File: config.mk
export PLATFORM = sky130hd
export DESIGN_NAME = regfile_onehot_wr
export DESIGN_NICKNAME = d
export VERILOG_FILES = /design/src/rtl/regfile_onehot_wr.sv
export SDC_FILE = /design/constraint.sdc
export NUM_CORES = 2
export LEC_CHECK = 0
export CELL_PAD_IN_SITES_DETAIL_PLACEMENT = 0
export CELL_PAD_IN_SITES_GLOBAL_PLACEMENT = 1
export CORE_UTILIZATION = 43
export DETAILED_ROUTE_END_ITERATION = 16
export HOLD_SLACK_MARGIN = 0.1
export PLACE_DENSITY = 0.68
export SLEW_MARGIN = 20
export SYNTH_ARGS = -nofsm -noshare
export SYNTH_HDL_FRONTEND = slang
export SYNTH_SLANG_ARGS = --single-unit
File: constraint.sdc
create_clock -name clk -period 47.5 [get_ports clk]
set_input_delay 9.5 -clock clk [delete_from_list [all_inputs] [get_ports clk]]
set_output_delay 9.5 -clock clk [all_outputs]
set_load 0.03 [all_outputs]
File: src/rtl/regfile_onehot_wr.sv
// RV32I integer register file, 32 x WIDTH, two async reads, one sync write.
// Write port takes a one-hot select and flags non-one-hot write attempts.
module regfile_onehot_wr #(
    parameter int                 WIDTH     = 32,
    parameter int                 BYPASS    = 1,
    parameter logic [WIDTH-1:0]   RESET_VAL = '0
) (
    input  logic             clk,
    input  logic             reset,
    input  logic             WE,
    input  logic [31:0]      WSEL,
    input  logic [WIDTH-1:0] WD,
    input  logic [4:0]       RA1,
    input  logic [4:0]       RA2,
    input  logic             ERR_CLR,
    output logic [WIDTH-1:0] RD1,
    output logic [WIDTH-1:0] RD2,
    output logic             ONEHOT_ERR,
    output logic [15:0]      WR_CNT
);

    logic [WIDTH-1:0] regs [32];
    logic             onehot;
    logic             wr_ok;
    logic             wr_bad;

    // Exactly one bit set: non-zero and clearing the lowest set bit leaves zero
    always_comb begin
        onehot = (WSEL != 32'd0) && ((WSEL & (WSEL - 32'd1)) == 32'd0);
        wr_ok  = WE && onehot;
        wr_bad = WE && !onehot;
    end

    // Register storage; x0 is a constant zero and never written
    always_ff @(posedge clk or posedge reset) begin
        if (reset) begin
            regs[0] <= '0;
            for (int n = 1; n < 32; n++) begin
                regs[n] <= RESET_VAL;
            end
        end else begin
            for (int n = 1; n < 32; n++) begin
                if (wr_ok && WSEL[n]) begin
                    regs[n] <= WD;
                end
            end
        end
    end

    // Committed-write counter, wraps modulo 2^16 (x0 writes count too)
    always_ff @(posedge clk or posedge reset) begin
        if (reset) begin
            WR_CNT <= 16'd0;
        end else if (wr_ok) begin
            WR_CNT <= WR_CNT + 16'd1;
        end
    end

    // Sticky select-violation flag; a new violation beats a clear on the same edge
    always_ff @(posedge clk or posedge reset) begin
        if (reset) begin
            ONEHOT_ERR <= 1'b0;
        end else if (wr_bad) begin
            ONEHOT_ERR <= 1'b1;
        end else if (ERR_CLR) begin
            ONEHOT_ERR <= 1'b0;
        end
    end

    // Read port 1: stored value, optional same-cycle forward, x0 forced to zero
    always_comb begin
        RD1 = regs[RA1];
        if ((BYPASS != 0) && !reset && wr_ok && WSEL[RA1]) begin
            RD1 = WD;
        end
        if (RA1 == 5'd0) begin
            RD1 = '0;
        end
    end

    // Read port 2: same rules as port 1
    always_comb begin
        RD2 = regs[RA2];
        if ((BYPASS != 0) && !reset && wr_ok && WSEL[RA2]) begin
            RD2 = WD;
        end
        if (RA2 == 5'd0) begin
            RD2 = '0;
        end
    end

endmodule

==> impl_metrics.toml <==
[setup_path]
worst_setup_path_end_kind = "primary output"
crit_type = "in2out"
cpMaxStageDelayCell = "or4_1"
crit_arrival_ns = 14.25
crit_required_ns = 38.00
crit_chain = "clkdlybuf4s50_1, or4_1, nor4b_4, nand2_1, a221oi_1, nand4_2, nor4_4, buf_4, nand3_1, o21ai_0, clkdlybuf4s50_1"
crit_top_cell = "clkdlybuf4s50_1"
crit_path_start_kind = "input pin"
path_max_fanout = 32
slowest_delay_ns = 0.77

[synth]
synth_xor_area_frac = 0.002345
ys_seq_area_frac = 0.4507
synth_fa_ha_area_frac = 0.0007594
synthCells = 3482
synthTopCellsByArea = "dfrtp_1 (45%), mux4_2 (24%), mux2_1 (14%), mux2_2 (6.9%), buf_8 (1.5%)"
syn_avg_cell_area_um2 = 16.09
synth_mux_area_frac = 0.4633
synth_seq_cells = 1009
synth_top_family_by_area = "multiplexers"
synth_nets = 3561
yosys_warnings = 32
netlist_area_um2 = 56020
yosysTopAreaCellShare = 0.4507
synthDistinctLibCells = 53
synth-edff-count = 0
async_flop_share = 1.000
synthTopCellsByCount = "dfrtp_1 (1,009), mux2_1 (716), mux4_2 (594)"
synth_most_common_cell = "dfrtp_1"
synth-compound-area-share = 0.01921
synth-simple-area-share = 0.01820
synth_top_flop_cell = "dfrtp_1"
synth_top_area_cell = "dfrtp_1"

[routing]
num_vias = 33540
firstDrtPassIters = 5
wl_mm = 171.5
wl_per_cell_um = 32.64
ant_nets = 0
route.detailed.drc = 0
drt_iter0_drc = 2824
post_drt_via_cell_ratio = 6.384

[timing]
grt_setup_unrepaired = "false"
worstMarginPinSlew_ns = 1.154
fmax_ghz = 0.04211
min_period_ns = 23.75
skew_ns = 0.004604
layout_worst_path_cycle_share = 0.4999
slew_headroom = 0.2309
hold_viol = 0
finalSetupTns_ns = 0
maxSlewViolCount = 0
whs_ns = 0.4864
setup_viol = 0

[layout]
postLayoutCellArea_um2 = 61780
final_nets = 3497
final_core_util = 0.4777
n_fill_cell = 11060
antenna_cells = 0
area_growth_pct = 10.29
drive_gt1_frac = 0.3597

[placed_design]
dp.final_hpwl_mm = 86.84
routabilityCongestion = 0.7558
port-buffer-count = 158
placed_cell_area_um2 = 57930

[run_status]
status = "finished, final reports clean"

[clock_tree]
clk_latency_ns = 0.70
cts_sinks = 1009
hold_buffers = 0
postCtsResizedCells = 0
cts_setup_buffers = 0
cts_made_buffers = 114
clock_path_buffers = 3
cts_max_level = 3
cts_tree = "built"
cts_root_buffer = "clkbuf_16"
cts.reportedPaths.clkPinSlew_ns = 0.06

[floorplanning]
rows = 132
start_util = 0.4332
num_io_pins = 159
die_w_um = 362.9
core_um2 = 129300
die_h_um = 362.9
die_area_um2 = 131700

[global_route]
grt_overflow = 0
grt_pass1_vias = 34400
antenna_found_initial = 3
grt_pass1_wl_mm = 251.8
groute.usage.overall = 0.2645
grt_max_degree = 171

[power]
vdd_ir_drop_max_mv = 0.02826
p_leak_nw = 28.54
powerDensity_nw_per_um2 = 30.75
finalPower_w = 0.001900

[hold_path]
hold_class = "reg2reg"

[job]
maxCapViolations = 0
-- layout by cell type, fill, tap and decap left out, types with 5 or more instances in the layout --
cell,n
a21oi_1,7
a22o_1,62
and2_4,27
buf_12,6
buf_2,19
buf_4,64
bufinv_16,12
clkbuf_1,22
clkbuf_16,117
clkbuf_8,23
clkdlybuf4s50_1,129
clkinv_2,23
clkinvlp_4,7
dfrtp_1,1009
mux2_1,716
mux2_2,343
mux2i_1,65
mux4_2,594
nand2_1,10
nand3_1,71
nand4_1,8
nor2_1,12
nor3_1,6
o21ai_0,70
or4_1,5
xnor2_1,14
-- flip-flops by register name, summed over array words and instances (netlist names) --
register,cells
regs,992
WR_CNT,16
ONEHOT_ERR,1
-- layout make-up --
type / count / area, um^2 / share of cell area
inverters: 4 / 22.52 / 0.0003645
multi-input cells: 2065 / 28330 / 0.4586
repair buffers: 224 / 2069 / 0.03350
clock inverters: 47 / 601.8 / 0.009741
clock buffers: 162 / 3327 / 0.05385
flip-flops and latches: 1009 / 25250 / 0.4087
well taps: 1742 / 2180 / 0.03528
-- through the flow --
stage,cells,setup slack [ns]
2_1_floorplan,3482,3.962
3_3_place_gp,5044,23.80
3_5_place_dp,5044,23.77
6_report,5253,23.75
5_1_grt,5253,23.36
4_1_cts,5253,23.76
-- logic make-up (layout without fill, tap and decap cells) --
| group | count (synthesis) | count (layout) |
|---|---|---|
| fa+ha+maj | 4 | 4 |
| xor+xnor | 15 | 15 |
| compound gates | 157 | 157 |
| simple gates | 171 | 171 |
| mux | 1718 | 1718 |
| flops | 1009 | 1009 |
| buf+inv | 408 | 437 |
-- worst paths after layout --
check,from,end,cells after the start,slack [ns]
max in group asynchronous,reset,regs[840],6,34.78
min,WR_CNT[7],WR_CNT[7],1,0.49
min in group asynchronous,reset,regs[120],2,9.18
min reg2reg,WR_CNT[7],WR_CNT[7],1,0.49
max,WSEL[1],RD2[16],11,23.75
max reg2reg,WR_CNT[5],WR_CNT[15],6,45.75
-- per-layer routing --
metal / wire length (um) / global-route usage / part of all wire / vias up
li1: - / - / - / 13550
met1: 78150 / 0.3959 / 0.46 / 18690
met2: 80620 / 0.4109 / 0.47 / 1063
met3: 9028 / 0.03239 / 0.053 / 229
met4: 3652 / 0.06420 / 0.021 / 2
met5: 16 / 0 / 0.000093 / -
-- where the power goes --
part	switching (W)	internal (W)
logic	0.0000789	0.0000336
clock network	0.000377	0.000551
registers	0.0000000300	0.000860
total	0.000456	0.00144
-- worst max-delay path: cells and delay by family --
family                 cells  cell delay (ns)
AND/OR/NAND/NOR            6             2.48
AO/OA/AOI/OAI              2             0.56
buffers and inverters      3             1.63
No activity file was read; power rests on OpenSTA's default activity.
